==> src/rtl/fp_mult_arbiter.sv <==
// Round-robin arbiter sharing one fixed-latency FP32 multiplier among NUM_REQ requesters.
// Define FP_MULT_ARB_PERF_EN to add the issue/contention performance counters.
module fp_mult_arbiter #(
  parameter int unsigned NUM_REQ  = 4,
  parameter int unsigned DATA_W   = 32,
  parameter int unsigned MULT_LAT = 5
) (
  input  logic                      clk,
  input  logic                      reset_n,
  input  logic [NUM_REQ-1:0]        req_valid,
  output logic [NUM_REQ-1:0]        req_ready,
  input  logic [NUM_REQ*DATA_W-1:0] req_a,
  input  logic [NUM_REQ*DATA_W-1:0] req_b,
  output logic [DATA_W-1:0]         mult_in_data,
  output logic [DATA_W-1:0]         mult_mult,
  input  logic [DATA_W-1:0]         mult_out_data,
  output logic [NUM_REQ-1:0]        resp_valid,
  output logic [DATA_W-1:0]         resp_data
`ifdef FP_MULT_ARB_PERF_EN
  ,
  input  logic                      perf_clr,
  output logic [31:0]               perf_issue_cnt,
  output logic [31:0]               perf_contend_cnt
`endif
);

  localparam int unsigned IdW = (NUM_REQ > 1) ? $clog2(NUM_REQ) : 1;

  logic [IdW-1:0]               rr_ptr_q, rr_ptr_d;
  logic [NUM_REQ-1:0]           grant;
  logic [IdW-1:0]               grant_id;
  logic                         transfer;
  logic [DATA_W-1:0]            in_data_q, in_data_d;
  logic [DATA_W-1:0]            mult_q, mult_d;
  // Stage 0 is the issue-stage tag; stages 1..MULT_LAT track the multiplier pipe.
  logic [MULT_LAT:0]            tag_vld_q, tag_vld_d;
  logic [MULT_LAT:0][IdW-1:0]   tag_id_q, tag_id_d;

  // Rotating priority search starting at rr_ptr_q; looks only at valid bits.
  always_comb begin
    logic [IdW:0]   sum;
    logic [IdW-1:0] idx;
    logic           found;
    grant    = '0;
    grant_id = '0;
    found    = 1'b0;
    sum      = '0;
    idx      = '0;
    for (int unsigned off = 0; off < NUM_REQ; off++) begin
      sum = {1'b0, rr_ptr_q} + (IdW+1)'(off);
      if (sum >= (IdW+1)'(NUM_REQ)) begin
        sum = sum - (IdW+1)'(NUM_REQ);
      end
      idx = sum[IdW-1:0];
      if (!found && req_valid[idx]) begin
        found       = 1'b1;
        grant[idx]  = 1'b1;
        grant_id    = idx;
      end
    end
  end

  assign transfer  = |grant;
  assign req_ready = reset_n ? grant : '0;

  always_comb begin
    rr_ptr_d  = rr_ptr_q;
    in_data_d = '0;
    mult_d    = '0;
    if (transfer) begin
      rr_ptr_d = (grant_id == IdW'(NUM_REQ - 1)) ? '0 : grant_id + IdW'(1);
    end
    for (int unsigned i = 0; i < NUM_REQ; i++) begin
      if (grant[i]) begin
        in_data_d = req_a[i*DATA_W +: DATA_W];
        mult_d    = req_b[i*DATA_W +: DATA_W];
      end
    end
    tag_vld_d = {tag_vld_q[MULT_LAT-1:0], transfer};
    tag_id_d  = {tag_id_q[MULT_LAT-1:0], grant_id};
  end

  always_ff @(posedge clk or negedge reset_n) begin
    if (!reset_n) begin
      rr_ptr_q  <= '0;
      in_data_q <= '0;
      mult_q    <= '0;
      tag_vld_q <= '0;
      tag_id_q  <= '0;
    end else begin
      rr_ptr_q  <= rr_ptr_d;
      in_data_q <= in_data_d;
      mult_q    <= mult_d;
      tag_vld_q <= tag_vld_d;
      tag_id_q  <= tag_id_d;
    end
  end

  assign mult_in_data = in_data_q;
  assign mult_mult    = mult_q;

  always_comb begin
    resp_valid = '0;
    resp_data  = '0;
    if (tag_vld_q[MULT_LAT]) begin
      resp_valid[tag_id_q[MULT_LAT]] = 1'b1;
      resp_data                      = mult_out_data;
    end
  end

`ifdef FP_MULT_ARB_PERF_EN
  logic [31:0] issue_cnt_q, issue_cnt_d;
  logic [31:0] contend_cnt_q, contend_cnt_d;
  logic        contend;

  // Two or more bits set: clearing the lowest set bit leaves something.
  assign contend = |(req_valid & (req_valid - NUM_REQ'(1)));

  always_comb begin
    issue_cnt_d   = issue_cnt_q;
    contend_cnt_d = contend_cnt_q;
    if (perf_clr) begin
      issue_cnt_d   = '0;
      contend_cnt_d = '0;
    end else begin
      if (transfer && (issue_cnt_q != '1)) begin
        issue_cnt_d = issue_cnt_q + 32'd1;
      end
      if (contend && (contend_cnt_q != '1)) begin
        contend_cnt_d = contend_cnt_q + 32'd1;
      end
    end
  end

  always_ff @(posedge clk or negedge reset_n) begin
    if (!reset_n) begin
      issue_cnt_q   <= '0;
      contend_cnt_q <= '0;
    end else begin
      issue_cnt_q   <= issue_cnt_d;
      contend_cnt_q <= contend_cnt_d;
    end
  end

  assign perf_issue_cnt   = issue_cnt_q;
  assign perf_contend_cnt = contend_cnt_q;
`endif

endmodule

==> config.mk <==
export PLATFORM = sky130hd
export DESIGN_NAME = fp_mult_arbiter
export DESIGN_NICKNAME = d
export VERILOG_FILES = /design/src/rtl/fp_mult_arbiter.sv
export SDC_FILE = /design/constraint.sdc
export NUM_CORES = 1
export LEC_CHECK = 0
export BUFFER_PORTS_ARGS = -buffer_cell sky130_fd_sc_hd__buf_2
export CORE_AREA = 2 2 156 158
export CTS_BUF_LIST = sky130_fd_sc_hd__clkbuf_4
export DETAILED_ROUTE_END_ITERATION = 8
export DIE_AREA = 0 0 158 160
export HOLD_SLACK_MARGIN = 0.1
export PLACE_DENSITY_LB_ADDON = 0.3
export SYNTH_ARGS = -nofsm -noshare
export SYNTH_HDL_FRONTEND = slang
export SYNTH_SLANG_ARGS = --single-unit
==> constraint.sdc <==
create_clock -name clk -period 7.7 [get_ports clk]
set_input_delay 0.77 -clock clk [delete_from_list [all_inputs] [get_ports clk]]
set_output_delay 0.77 -clock clk [all_outputs]
set_load 0.02 [all_outputs]
Word-level counts from Yosys, hierarchy flattened

Index checks and enable logic that the tools add are counted.

Input port bits: 294
Register bits: 84

Equal/unequal tests: 1
$add $sub $neg: 8
Muxes and demuxes: 45
$lt $le $gt $ge: 14
Reduce and logical (&&, ||, !) cells: 12
Bitwise logic cells: 3

Operators with widths:

| operator            | count |
|---|---|
| $mux 32             | 9 |
| $mux 4              | 6 |
| $mux 2              | 9 |
| $lt 2x3->1 const B  | 5 |
| $mux 1              | 12 |
| $or 4x4->4          | 3 |
| $demux 1 s2         | 5 |
| $ge 2x1->1 const B  | 5 |
| $ge 3x3->1 const B  | 3 |
| $bmux 1 s2          | 4 |
| $logic_and 1x1->1   | 8 |
| $sub 2x1->2 const B | 4 |
| $add 2x2->3 const B | 2 |
| $reduce_or 4->1     | 1 |
| $add 2x1->3 const B | 1 |
| $ge 2x3->1 const B  | 1 |
| $logic_not 1->1     | 3 |
| $add 2x1->2 const B | 1 |
| $eq 2x2->1 const B  | 1 |

Depth between registers and ports, before layout

Depth in word-level cells: 18
Gate-level depth with buffers: 13
Mapped depth without buffers: 9

Least setup slack after synthesis

No wires, ideal clock.

Kind: register to output
Start point: reg with a tool-made name
End point: out req_ready[2]
Stages on the path, launching flop included: 12
Required time: 6930 ps
Arrival time: 3031 ps
Buffers on the path: 4
Slack: 3899 ps
Cells stage by stage: dfrtp_1 buf_2 inv_1 ha_1 buf_2 mux2i_1 mux2_2 nor4_4 a22o_1 clkbuf_1 buf_2 and2_1

RTL lines:

| item             | line | source |
|---|---|---|
| end: declaration | 11   | `output logic [NUM_REQ-1:0] req_ready,` |

==> qor.yml <==
outcome: "completed"
track_usage_pct: 16.14
drc: 0
regArea_mm2: 0.002102
ios: 398
ys_seq_area_share_pct: 41.99
postSynthCellCount: 500
antenna_left: 0
port_buffers: 397
synth_cell_types: 38
cts-htree-levels: 3
vias: 5477
clock-sinks: 84
final_net_count: 1172
syn_area_per_cell_um2: 10.01
worst_hold_path_type: "input port to asynchronous set/reset pin"
clock_latency_ns: 0.46
drtIter0Drc: 292
final_cell_mix: "buf_2 (396), dfrtp_1 (84), o21ai_0 (74)"
post-dp-hpwl_um: 15840
die_h_um: 160
gp_congestion: 0.8260
cts_resized: 0
grt_pass1_vias: 5499
crit_path_start_kind: "flop"
wl_per_cell_um: 17.80
p_leak_nw: 3.603
max_cap_violations: 0
cts_buffers: 9
die_w_um: 158
vdd_drop_max_uv: 357.8
cts_hold_buf: 0
slew_headroom_pct: 28.37
grt_max_degree: 41
finalPower_mw: 3.907
start_util_pct: 21.02
hold_slack_ns: 0.1834
grt_pass1_wl_um: 31000
synth_flop_cell: "dfrtp_1"
cts_tree: "yes"
worst_pin_slew_ns: 1.072
setup_viol: 0
fin_area_mm2: 0.007418
syn_area_mm2: 0.005006
synthesis.nets: 801
cts_max_path_buffers: 2
core_area_mm2: 0.02382
grt_antenna_before_repair: 2
clock_skew_ns: 0.01829
fp-row-count: 57
path_max_fanout: 34
dpl_cell_area_mm2: 0.007281
overflow: 0
cp.arrival_ns: 4.35
num-fill-cells: 2629
synth-seq-cells: 84
synth_warnings: 0
setup.worst_path.class: "flop to output port"
worstPathRequired_ns: 6.93
final_core_util_pct: 31.14
syn_to_final_growth_pct: 48.19
viasPerCell: 4.560
fin_setup_tns_ns: 0
multi_input_area_mm2: 0.002674
layout_worst_path_cycle_share_pct: 66.45
async_flop_share_pct: 100.0
power_density_mw_per_mm2: 526.7
routed_wl_um: 21380
final_common_cell: "buf_2"
period_minus_slack_ns: 5.116
synth-edff-count: 0
max_freq_mhz: 195.5
layout-drive-gt1-share_pct: 56.57
drv_slew: 0
die_area_mm2: 0.02528
hold_violations: 0
cts.clk_slew.worst_paths_ns: 0.15
crit_path_end_kind: "output port"
first_pass_iters: 4
post_cts_buffers: 0
rsz0062_at_grt: "no"
cts-root-buf: "clkbuf_4"
-- stage by stage --
| step | setup WS, ns | std cells |
|---|---|---|
| 5_1_grt | 2.156 | 1201 |
| 3_3_place_gp | 3.040 | 1184 |
| 6_report | 2.584 | 1201 |
| 4_1_cts | 2.485 | 1199 |
| 3_5_place_dp | 3.014 | 1184 |
| 2_1_floorplan | 3.899 | 500 |
-- Yosys cell counts (2+ instances only) --
library cell / instances / area [um^2]
a22oi_1: 2 / 15.01
nand2b_1: 6 / 37.54
nor2b_1: 2 / 12.51
a221o_1: 2 / 20.02
buf_1: 2 / 7.510
nand2_1: 70 / 262.8
mux4_2: 2 / 45.04
xnor2_1: 2 / 17.52
nor2_1: 4 / 15.01
dfrtp_1: 84 / 2102
ha_1: 7 / 87.58
mux2i_1: 7 / 70.07
inv_1: 3 / 11.26
a221oi_1: 4 / 35.03
a21oi_1: 3 / 15.01
o21ai_1: 60 / 300.3
and2_1: 37 / 231.5
a22o_1: 3 / 26.28
mux2_2: 2 / 22.52
buf_6: 9 / 101.4
buf_2: 11 / 55.05
and3_1: 2 / 12.51
o21ai_0: 74 / 370.4
a221oi_2: 60 / 900.9
o22ai_1: 2 / 12.51
clkbuf_1: 26 / 97.59
nor3b_1: 3 / 22.52
-- kinds of logic (layout without fill, tap and decap cells) --
logic type	after synthesis	after routing	share of synthesized area, %
mux	11	11	2.749
simple gates	127	127	12.62
other cells	0	2	0
fa+ha+maj	7	7	1.749
compound gates	217	217	35.02
buf+inv	52	427	5.524
flops	84	84	41.99
xor+xnor	2	2	0.3500
-- cell type report --
type	count	area share, %
flip-flops and latches	84	28.34
repair buffers	408	28.10
multi-input cells	364	36.04
inverters	4	0.2024
well taps	324	5.465
clock inverters	6	0.8770
diodes	2	0.06747
clock buffers	9	0.9108
-- routing by layer --
| layer | track usage, % | wire length, um | vias to the layer above |
|---|---|---|---|
| met5 | 0 | 0 | - |
| met4 | 5.283 | 394 | 0 |
| met3 | 3.962 | 1710 | 25 |
| met2 | 27.57 | 10640 | 260 |
| met1 | 19.80 | 8634 | 2601 |
| li1 | - | - | 2591 |
-- worst max-delay path, cell delays in order, from the launching register on --
cell	delay, ns
dfrtp_1	0.82
inv_1	0.24
ha_1	0.56
mux2i_1	0.12
mux2_2	0.31
nor4_4	0.61
a22o_2	0.83
and2_1	0.23
buf_2	0.17
-- flip-flops by register name, summed over array words and instances (netlist names), named ones only --
signal and cells:
tag_id_q 2, mult_in_data 32, tag_id_d 10, tag_vld_q 6
mult_mult 32, rr_ptr_q 1
-- final timing paths --
kind | endpoint | slack, ns | depth (start not counted)
min in group clk | tag_id_d[7]$_DFF_PN0_ | 0.35 | 0
min | mult_in_data[9]$_DFF_PN0_ | 0.18 | 1
max reg2reg | mult_mult[0]$_DFF_PN0_ | 2.90 | 10
min reg2reg | tag_id_d[7]$_DFF_PN0_ | 0.35 | 0
max | req_ready[3] | 2.58 | 8
max in group asynchronous | mult_mult[6]$_DFF_PN0_ | 6.61 | 2
-- report_power, final --
group          switching (mW)  internal, mW  total, mW
logic                    1.84          1.02       2.87
registers              0.0912         0.683      0.774
clock network           0.170        0.0972      0.267
total                    2.10          1.80       3.91
Power figures use the tool's default switching activity.
